$ cat config.mk
export PLATFORM = sky130hd
export DESIGN_NAME = stepper_phase_decoder_flat
export DESIGN_NICKNAME = d
export VERILOG_FILES = /design/src/rtl/stepper_pkg.sv /design/src/rtl/stepper_phase_decoder_if.sv /design/src/rtl/stepper_phase_decoder_phase_filter.sv /design/src/rtl/stepper_phase_decoder.sv /design/src/flat_wrapper.sv
export SDC_FILE = /design/constraint.sdc
export NUM_CORES = 1
export LEC_CHECK = 0
export CORE_ASPECT_RATIO = 0.7
export CORE_UTILIZATION = 30
export CTS_BUF_LIST = sky130_fd_sc_hd__clkbuf_8
export DETAILED_ROUTE_END_ITERATION = 7
export GPL_TIMING_DRIVEN = 1
export PLACE_DENSITY_LB_ADDON = 0.12
export SYNTH_ARGS = -nofsm -noshare
export SYNTH_HDL_FRONTEND = slang
export SYNTH_SLANG_ARGS = --single-unit
$ cat constraint.sdc
create_clock -name clk -period 5.3 [get_ports clk]
set_clock_uncertainty 0.05 [all_clocks]
set_input_delay 1.325 -clock clk [delete_from_list [all_inputs] [get_ports clk]]
set_output_delay 1.325 -clock clk [all_outputs]
set_load 0.02 [all_outputs]
$ cat src/rtl/stepper_pkg.sv
// stepper_pkg: phase codes, index decode and FSM states shared by the stepper driver and decoder
package stepper_pkg;
  localparam logic [3:0] PH_0 = 4'b0111;
  localparam logic [3:0] PH_1 = 4'b1011;
  localparam logic [3:0] PH_2 = 4'b1101;
  localparam logic [3:0] PH_3 = 4'b1110;
  localparam logic [3:0] PH_NONE = 4'b1111;
  typedef enum logic {S_SEARCH, S_TRACK} state_t;
  function automatic logic [2:0] phase_to_idx(input logic [3:0] p);
    return p == PH_0 ? 3'b100 : p == PH_1 ? 3'b101 : p == PH_2 ? 3'b110 : p == PH_3 ? 3'b111 : 3'b000;
  endfunction
endpackage

$ cat src/rtl/stepper_phase_decoder_if.sv
// stepper_phase_decoder_if: phase bus, clear controls and decoder status
interface stepper_phase_decoder_if #(parameter int POS_W = 16);
  logic [3:0] phase;
  logic clr_pos;
  logic clr_err;
  logic [POS_W-1:0] position;
  logic dir;
  logic step_pulse;
  logic locked;
  logic err_skip;
  logic err_illegal;
  logic stalled;
  modport master(output phase, clr_pos, clr_err,
                 input position, dir, step_pulse, locked, err_skip, err_illegal, stalled);
  modport slave(input phase, clr_pos, clr_err,
                output position, dir, step_pulse, locked, err_skip, err_illegal, stalled);
endinterface

$ cat src/rtl/stepper_phase_decoder_phase_filter.sv
// phase_filter: two-flop sync of the phase bus plus a stability filter that fires once per held pattern
module phase_filter #(
  parameter int STABLE_CYCLES = 4
) (
  input  logic       clk,
  input  logic       rst_n,
  input  logic [3:0] phase,
  output logic [3:0] cand,
  output logic       stable
);
  localparam int CW = STABLE_CYCLES > 1 ? $clog2(STABLE_CYCLES) : 1;
  localparam logic [CW-1:0] LAST = CW'(STABLE_CYCLES - 1);
  logic [3:0] s1, s2;
  logic [CW-1:0] cnt;
  logic fired;
  // fired keeps a held pattern from being offered again after its first stable cycle
  assign stable = s2 == cand && cnt == LAST && !fired;
  always_ff @(posedge clk) begin
    if (!rst_n) begin
      s1 <= 4'b1111;
      s2 <= 4'b1111;
      cand <= 4'b1111;
      cnt <= '0;
      fired <= 1'b0;
    end else begin
      s1 <= phase;
      s2 <= s1;
      if (s2 != cand) begin
        cand <= s2;
        cnt <= '0;
        fired <= 1'b0;
      end else begin
        if (cnt < LAST) cnt <= cnt + 1'b1;
        if (stable) fired <= 1'b1;
      end
    end
  end
endmodule

$ cat src/rtl/stepper_phase_decoder.sv
// stepper_phase_decoder: recovers direction and signed position from the one-cold coil phase bus,
// flagging skips, illegal codes and stalls
module stepper_phase_decoder
  import stepper_pkg::*;
#(
  parameter int STABLE_CYCLES = 4,
  parameter int POS_W = 16,
  parameter int STALL_CYCLES = 1000000
) (
  input logic clk,
  input logic rst_n,
  stepper_phase_decoder_if.slave bus
);
  localparam int SW = $clog2(STALL_CYCLES + 1);
  localparam logic [SW-1:0] STALL_MAX = SW'(STALL_CYCLES);
  state_t state, state_nx;
  logic [3:0] cand, ref_ph, ref_nx;
  logic stable, accept, up, dn, skip, ill, step;
  logic [2:0] ci, ri;
  logic [1:0] d;
  logic [POS_W-1:0] pos;
  logic [SW-1:0] stall_cnt;
  logic dir, step_pulse, err_skip, err_illegal;
  phase_filter #(.STABLE_CYCLES(STABLE_CYCLES)) u_filt (
    .clk(clk), .rst_n(rst_n), .phase(bus.phase), .cand(cand), .stable(stable)
  );
  assign ci = phase_to_idx(cand);
  assign ri = phase_to_idx(ref_ph);
  assign d = ci[1:0] - ri[1:0];
  assign accept = stable && cand != ref_ph;
  assign step = up | dn;
  always_comb begin
    state_nx = state;
    ref_nx = ref_ph;
    up = 1'b0;
    dn = 1'b0;
    skip = 1'b0;
    ill = 1'b0;
    if (accept) begin
      if (!ci[2]) begin
        ill = 1'b1;
        state_nx = S_SEARCH;
        ref_nx = PH_NONE;
      end else if (state == S_TRACK && ri[2]) begin
        ref_nx = cand;
        up = d == 2'd1;
        dn = d == 2'd3;
        skip = d == 2'd2;
      end else begin
        state_nx = S_TRACK;
        ref_nx = cand;
      end
    end
  end
  always_ff @(posedge clk) begin
    if (!rst_n) begin
      state <= S_SEARCH;
      ref_ph <= PH_NONE;
      pos <= '0;
      dir <= 1'b0;
      step_pulse <= 1'b0;
      err_skip <= 1'b0;
      err_illegal <= 1'b0;
      stall_cnt <= '0;
    end else begin
      state <= state_nx;
      ref_ph <= ref_nx;
      step_pulse <= step;
      if (step) dir <= up;
      pos <= bus.clr_pos ? '0 : up ? pos + 1'b1 : dn ? pos - 1'b1 : pos;
      err_skip <= (err_skip & ~bus.clr_err) | skip;
      err_illegal <= (err_illegal & ~bus.clr_err) | ill;
      // counts only cycles spent wholly in TRACK; entering, leaving or stepping restarts it
      stall_cnt <= (state != S_TRACK || state_nx != S_TRACK || step) ? '0 :
                   stall_cnt == STALL_MAX ? stall_cnt : stall_cnt + 1'b1;
    end
  end
  assign bus.position = pos;
  assign bus.dir = dir;
  assign bus.step_pulse = step_pulse;
  assign bus.locked = state == S_TRACK;
  assign bus.err_skip = err_skip;
  assign bus.err_illegal = err_illegal;
  assign bus.stalled = stall_cnt == STALL_MAX;
endmodule

$ cat src/flat_wrapper.sv
// flat-port wrapper written by rule: the top's interface ports become plain ports
module stepper_phase_decoder_flat import stepper_pkg::*;
#(
  parameter int STABLE_CYCLES = 4,
  parameter int POS_W = 16,
  parameter int STALL_CYCLES = 1000000
)
  (clk, rst_n, bus_phase, bus_clr_pos, bus_clr_err, bus_position, bus_dir, bus_step_pulse, bus_locked, bus_err_skip, bus_err_illegal, bus_stalled);
  stepper_phase_decoder_if #(.POS_W(POS_W)) bus_i ();
  input logic clk;
  input logic rst_n;
  input wire logic [$bits(bus_i.phase)-1:0] bus_phase;
  input wire logic [$bits(bus_i.clr_pos)-1:0] bus_clr_pos;
  input wire logic [$bits(bus_i.clr_err)-1:0] bus_clr_err;
  output wire logic [$bits(bus_i.position)-1:0] bus_position;
  output wire logic [$bits(bus_i.dir)-1:0] bus_dir;
  output wire logic [$bits(bus_i.step_pulse)-1:0] bus_step_pulse;
  output wire logic [$bits(bus_i.locked)-1:0] bus_locked;
  output wire logic [$bits(bus_i.err_skip)-1:0] bus_err_skip;
  output wire logic [$bits(bus_i.err_illegal)-1:0] bus_err_illegal;
  output wire logic [$bits(bus_i.stalled)-1:0] bus_stalled;
  assign bus_i.phase = bus_phase;
  assign bus_i.clr_pos = bus_clr_pos;
  assign bus_i.clr_err = bus_clr_err;
  assign bus_position = bus_i.position;
  assign bus_dir = bus_i.dir;
  assign bus_step_pulse = bus_i.step_pulse;
  assign bus_locked = bus_i.locked;
  assign bus_err_skip = bus_i.err_skip;
  assign bus_err_illegal = bus_i.err_illegal;
  assign bus_stalled = bus_i.stalled;
  stepper_phase_decoder #(.STABLE_CYCLES(STABLE_CYCLES), .POS_W(POS_W), .STALL_CYCLES(STALL_CYCLES)) u_core (.clk(clk), .rst_n(rst_n), .bus(bus_i));
endmodule
### Word-level counts from Yosys, hierarchy flattened

Index checks and enable logic that the tools add are counted.

| word-level totals | value |
|---|---|
| memory bits (read-only) | 0 |
| bits of input ports | 8 |
| flip-flop bits (word level) | 60 |
| latch bits | 0 |
| word-level logic and storage cells | 80 |
| output and inout bits | 22 |
| bits in writable memories | 0 |
| memories kept | 0 |

| cells by class | value |
|---|---|
| multiplexer cells | 25 |
| bitwise gates (word level) | 9 |
| shifts and indexed selects | 0 |
| div/mod/pow operators | 0 |
| $lt $le $gt $ge | 1 |
| add/sub/neg operators | 5 |
| reductions and logical operators | 11 |
| eq/ne operators | 16 |
| multiply operators | 0 |

Operators with widths:

| operator | number |
|---|---|
| $mux W16 | 2 |
| $eq A4 B4 Y1 const B | 6 |
| $mux W3 | 8 |
| $add A20 B1 Y20 const B | 1 |
| $eq A20 B20 Y1 const B | 1 |
| $add A16 B1 Y16 const B | 1 |
| $sub A16 B1 Y16 const B | 1 |
| $mux W1 | 14 |
| $eq A4 B3 Y1 const B | 2 |
| $ne A4 B4 Y1 | 2 |
| $eq A2 B2 Y1 const B | 3 |
| $reduce_or A2 Y1 | 3 |
| $eq A4 B4 Y1 | 1 |
| $logic_and A1 B1 Y1 | 4 |
| $mux W4 | 1 |
| $not A1 Y1 | 4 |
| $or A1 B1 Y1 | 3 |
| $add A2 B1 Y2 const B | 1 |
| $and A1 B1 Y1 | 2 |
| $eq A2 B1 Y1 const B | 1 |
| $logic_or A1 B1 Y1 | 2 |
| $lt A2 B2 Y1 const B | 1 |
| $reduce_bool A2 Y1 | 1 |
| $sub A2 B2 Y2 | 1 |
| $logic_not A1 Y1 | 1 |

### Depth between registers and ports, before layout

| logic depth | value |
|---|---|
| word-level depth | 13 |
| mapped depth | 16 |
| gate-level depth less buffers | 15 |

### Modules after synthesis

Synthesis repeated with hierarchy kept, for this count alone.

| unflattened totals | value |
|---|---|
| cells, all modules | 376 |
| area, all modules | 3301.9 µm² |

Modules (own cells, without submodules):

| module | cells each | sequential area each (µm²) | times used | area each (µm²) |
|---|---|---|---|---|
| stepper_phase_decoder | 334 | 900.9 | 1 | 2801.4 |
| phase_filter | 42 | 300.3 | 1 | 500.5 |

### Least setup slack after synthesis

Ideal clock, no wire load.

| timing | value |
|---|---|
| path type | reg-to-reg |
| from | reg u_core.ref_ph[0] |
| to | reg u_core.pos[15], in the netlist u_core.bus.position[15] |
| library setup time | 0.072 ns |
| clock period less this slack | 4.072 ns |
| setup slack | 1.228 ns |
| path buffers | 1 |
| arrival | 3.950 ns |
| data required time | 5.178 ns |
| stages on the path, launching flop included | 16 |
| cells stage by stage | dfxtp_1 > buf_2 > xor2_1 > and3_1 > ha_1 > a311oi_2 > and4_1 > nand2_1 > ha_1 > a211oi_2 > o21bai_1 > a2111o_1 > a221o_1 > a41oi_2 > mux2i_1 > mux2i_1 |

| between the ends | value |
|---|---|
| longest elaborated chain between the ends | 11 |
| elaborated cells on any way between the ends | 22 |
| those cells by class | add/sub: 1; eq/ne: 7; mux: 11; reduce/logical: 3 |

RTL lines:

| what | line | source |
|---|---|---|
| start, declared | stepper_phase_decoder.sv:17 | `logic [3:0] cand, ref_ph, ref_nx;` |
| start signal, assigned | stepper_phase_decoder.sv:67 | `ref_ph <= ref_nx;` |
| $eq A4 B4 Y1 | stepper_pkg.sv:10 | `return p == PH_0 ? 3'b100 : p == PH_1 ? 3'b101 : p == PH_2 ? 3'b110 : p == PH_3 ? 3'b111 : 3'b000;` |
| $mux W3 (4 in series) | stepper_pkg.sv:10 |  |
| $sub A2 B2 Y2 | stepper_phase_decoder.sv:29 | `assign d = ci[1:0] - ri[1:0];` |
| $eq A2 B1 Y1 / $eq A2 B2 Y1 (equally long branches) | stepper_phase_decoder.sv:46, stepper_phase_decoder.sv:47 |  |
| $mux W1 | stepper_phase_decoder.sv:44 | `end else if (state == S_TRACK && ri[2]) begin` |
| $mux W1 | stepper_phase_decoder.sv:40 | `if (!ci[2]) begin` |
| $mux W1 | stepper_phase_decoder.sv:39 | `if (accept) begin` |
| $mux W16 / $reduce_bool A2 Y1 (equally long branches) | n/a |  |
| end signal, assigned | stepper_phase_decoder.sv:70 | `pos <= bus.clr_pos ? '0 : up ? pos + 1'b1 : dn ? pos - 1'b1 : pos;` |
| end, declared | stepper_phase_decoder.sv:21 | `logic [POS_W-1:0] pos;` |

Several ways; a longest one is shown, not always the timed one.
A chain may end at the register's enable or synchronous reset.

### Final worst setup path

| timing | value |
|---|---|
| from | reg u_core.u_filt.cand[2] |
| to | reg u_core.pos[15], in the netlist u_core.bus.position[15] |

| between the ends | value |
|---|---|
| longest elaborated chain between the ends | 11 |
| elaborated cells on any way between the ends | 24 |
| those cells by class | add/sub: 1; eq/ne: 8; mux: 11; reduce/logical: 4 |

RTL lines:

| what | line | source |
|---|---|---|
| start, declared | stepper_phase_decoder_phase_filter.sv:8 | `output logic [3:0] cand,` |
| start signal, assigned | stepper_phase_decoder_phase_filter.sv:22 | `cand <= 4'b1111;` |
| start signal, assigned | stepper_phase_decoder_phase_filter.sv:29 | `cand <= s2;` |
| $eq A4 B4 Y1 | stepper_pkg.sv:10 |  |
| $mux W3 (4 in series) | stepper_pkg.sv:10 |  |
| $sub A2 B2 Y2 | stepper_phase_decoder.sv:29 |  |
| $eq A2 B1 Y1 / $eq A2 B2 Y1 (equally long branches) | stepper_phase_decoder.sv:46, stepper_phase_decoder.sv:47 |  |
| $mux W1 | stepper_phase_decoder.sv:44 |  |
| $mux W1 | stepper_phase_decoder.sv:40 |  |
| $mux W1 | stepper_phase_decoder.sv:39 |  |
| $mux W16 / $reduce_bool A2 Y1 (equally long branches) | n/a |  |

Several ways; a longest one is shown, not always the timed one.

==> impl_summary.md <==
Synth
The synthesis-stage register bit count is 60. Sorting the synthesized cells by area gives the leading types as dfxtp_1 (36%), ha_1 (7.2%), xor2_1 (6.9%). The net count of the mapped netlist is 409. After synthesis the cells add up to 3323 um^2. Summed over all instances, the cell type with the most area after synthesis is dfxtp_1. The combinational family with the most area after synthesis is simple AND/OR/NAND/NOR gates. In this run, synthesis inferred 0 flip-flops with an integrated enable. The most used flip-flop cell after synthesis is dfxtp_1.

After Yosys synthesis, and, or, nand and nor cells account for 25.64% of the synthesized area. Summing the areas of all compound-gate instances in the mapped netlist gives 12.35% of the synthesized area. In the synthesized netlist, the cells that appear most often are dfxtp_1 (60), nor2_1 (46), nand2_1 (26), xor2_1 (26), nand2b_1 (20). In this run the mean area of a mapped cell was 8.722 um^2. The share of the Yosys chip area taken by registers is 36.14%. Summed over its instances, the top area cell type makes up 36.14% of the synthesized netlist area. The proportion of register bits with asynchronous set or reset after synthesis is 0%. The multiplexer area fraction after synthesis is 3.614%. After Yosys synthesis, XOR and XNOR cells account for 10.81% of the synthesized area. The count of unique library cells instantiated by Yosys is 52. Synthesis produced a netlist whose cell count is 381. Summing the areas of all fa, ha and maj instances in the mapped netlist gives 7.756% of the synthesized area. The Yosys step of the flow raised 0 warnings.

dfxtp_1 is the most common cell in the netlist.

Global routing
The total track usage is 13.25%. The initial antenna violation count is 0. The first global-routing pass estimated 12040 um of wire. The via count of the first global-routing pass is 2510. The largest net degree at the start of global routing is 25.

The total congestion overflow is 0.

Timing
Measured against its own limit, the worst slew margin works out to 48.52%. After layout, the minimum clock period comes to 4427 ps. The achievable frequency is 225.9 MHz. The final total negative setup slack is 0 ps.

The transition time at the pin with the least slew margin is 770.0 ps. Setup repair after global routing left no endpoint under its margin. After layout, the worst path uses 83.53% of the clock period. Hold is met by 359.7 ps. The number of slew-limit violations in the final report is 0. The final hold violation count is 0. Setup violations remaining at the end of the flow were counted as 0.

Setup path
Along the worst path, the maximum fanout reaches 13. The arrival time at the worst endpoint is 4660 ps. The worst setup path is launched from a flip-flop.

The depth of the worst register-to-register path is 13. The most repeated library cell on the critical path is mux2i_1. The largest individual stage delay along the critical path comes from the cell dfxtp_1.

For the worst setup path, the data required time is 5530 ps. The buffering stage count on the worst path with inverters included is 0. The endpoint kind of the worst setup timing path is a flip-flop.

The path length in cells of the critical path is 13. Walking the worst path, the cells encountered are xor2_1, nor4_1, and4b_1, and4_1, nand2_1, ha_1, a211oi_2, o21bai_1, a2111o_1, a221o_1, a41oi_2, mux2i_1, mux2i_1. The delay of the slowest cell on the worst path is 540 ps.

Grouping stages by cell kind, the critical path spends the most delay in simple AND/OR/NAND/NOR gates. The critical path is of the flip-flop to flip-flop type.

Final layout
The finished layout holds 557 standard cells, fillers aside. Counting the fill cells in the layout gives 1093. The number of antenna diodes in the final layout is 0. The post-route netlist has 5.868% of its cells at a drive strength greater than 1. The net total in the final layout is 432. Relative to the synthesized area, the layout overhead comes to 18.00%.

Clock tree
The number of buffers added for setup after CTS is 0. Hold repair after CTS inserted 0 buffers. No sink is reached through more buffers than the 2 on the longest clock path. The clock tree from TritonCTS is done. The total of cells resized after clock tree synthesis is 0. CTS saw 60 sinks.

Counting the buffers created by CTS gives 9. Clock-pin slew was measured on the worst setup and hold paths at 80 ps. CTS placed an instance of clkbuf_8 at the clock tree root. The H-tree generated during clock tree synthesis spans 3 levels. The clock network latency to the later pin of the worst-skew pair is 350 ps.

Power
Per report_power, the combinational group accounts for 3.1% of the total. The power per cell area is 233.7 nW/um^2. The part of the total power dissipated in the clock network is 46.8%. The analysis attributes to net switching a power of 226.8 uW. In this run the static leakage power is 0.001401 uW. The worst vdd rail ir drop is 0.1181 mV.

Sequential cells burn 50.1% of the power. The internal power of the cells totals 689.5 uW. The power consumption is 916.3 uW. Net switching is 24.76% of the power.

Floorplanning
The die extent in y is 90.06 um. The initial utilization of the core area, before any placement, comes to 31.50%. The chip width is 127.8 um. The core footprint is 10550 um^2. The number of core rows is 31.

The die covers 11510 um^2. The number of I/O pins is 30.

Drt
The first routing iteration left 90 violations. The via density per instance is 4.736. The total vias in the final route is 2638. The count of TritonRoute iterations in the first routing pass is 4. For this block, the routed nets add up to 7043 um of wire. The antenna violation net count after detailed routing is 0. Dividing the detail-routed wire length by the instance count gives 12.64 um. For this run, design rule violations remaining after detail routing come to 0.

Outcome
The run finished with clean final reports.

Run
The max-cap violation count is 0.

Place
The final estimated routing congestion in global placement is 0.8007. During placement, the flow inserted port buffers numbering 29. The wire-length estimate of the detail-placed layout is 5012 um.

The number of placed instances, taps included is 541.

Hold path
The count of cells along the worst hold path is 1. The worst hold path class is flip-flop to flip-flop.
through the flow:
step	cell area [um^2]	setup WS, ps	utilization, %
detailed placement	3721	858.3	35.27
global route	3921	568.7	37.17
floorplan	3323	1228	-
finish	3921	873.0	37.17
CTS	3921	836.4	37.17
global placement	3721	1026	35.27
per-layer routing:
layer / routed length, um / GRT usage (%) / up-vias
met3: 271 / 4.405 / 13
met2: 3020 / 20.11 / 37
li1: - / - / 1376
met1: 3616 / 17.18 / 1212
met5: 0 / 0 / -
met4: 134 / 5.294 / 0
logic make-up (layout without fill, tap and decap cells):
| group | after synthesis | in the layout |
|---|---|---|
| AND/OR/NAND/NOR | 160 | 160 |
| AO/OA/AOI/OAI | 61 | 61 |
| flip-flops | 60 | 60 |
| XOR/XNOR | 41 | 41 |
| buffers and inverters | 27 | 55 |
| adder cells (fa/ha/maj) | 20 | 20 |
| multiplexers | 12 | 12 |
power by group through the flow:
stage               combinational, uW  clock (uW)  sequential, uW
floorplan                        20.5           0             468
global placement                 28.5           0             470
finish                           28.2         429             459
global route                     32.1         464             460
CTS                              29.0         447             459
detailed placement               28.8           0             470
layout make-up:
type / instances / area [um^2] / area share, %
inverters: 8 / 30.03 / 0.7658
repair buffers: 31 / 305.3 / 7.786
clock inverters: 7 / 76.32 / 1.946
clock buffers: 9 / 123.9 / 3.159
well taps: 148 / 185.2 / 4.722
flip-flops and latches: 60 / 1201 / 30.63
multi-input cells: 294 / 1999 / 50.99
state kept, by name (all words and copies together), names as in the netlist, 2 cells and up:
signal and cells:
u_core.u_filt.cand 4, u_core.bus.position 16, u_core.u_filt.s1 4, u_core.stall_cnt 20, u_core.u_filt.s2 4, u_core.u_filt.cnt 2
u_core.ref_ph 4
layout by cell type, fill, tap and decap left out, types with 2 or more instances in the layout:
master            n
a211oi_1          4
a21boi_0          2
a21o_1            2
a21oi_1          19
a31oi_1           3
and2_1            7
and3_1            9
and4_1            5
buf_4             2
clkbuf_8          9
clkdlybuf4s50_1  29
clkinv_4          2
dfxtp_1          60
ha_1             19
inv_1             9
inv_6             2
mux2i_1          12
nand2_1          26
nand2b_1         20
nand3_1          11
nand4_1           5
nand4b_1          4
nor2_1           46
nor2b_1           6
nor3_1            7
nor4b_1           3
nor4bb_1          3
o211ai_1          2
o21a_1            2
o21ai_0          13
or3_1             2
xnor2_1          15
xor2_1           26
final timing paths:
path | from | to | slack [ps]
worst max-delay path | u_core.u_filt.cand[2]$_SDFFE_PN1P_ | u_core.bus.position[15]$_SDFFE_PP0P_ | 870
worst min-delay path | u_core.u_filt.s1[0]$_SDFF_PN1_ | u_core.u_filt.s2[0]$_SDFF_PN1_ | 360
worst max register to register | u_core.u_filt.cand[2]$_SDFFE_PN1P_ | u_core.bus.position[15]$_SDFFE_PP0P_ | 870
worst min register to register | u_core.u_filt.s1[0]$_SDFF_PN1_ | u_core.u_filt.s2[0]$_SDFF_PN1_ | 360
Note: power is estimated with default switching activity, not from simulation.
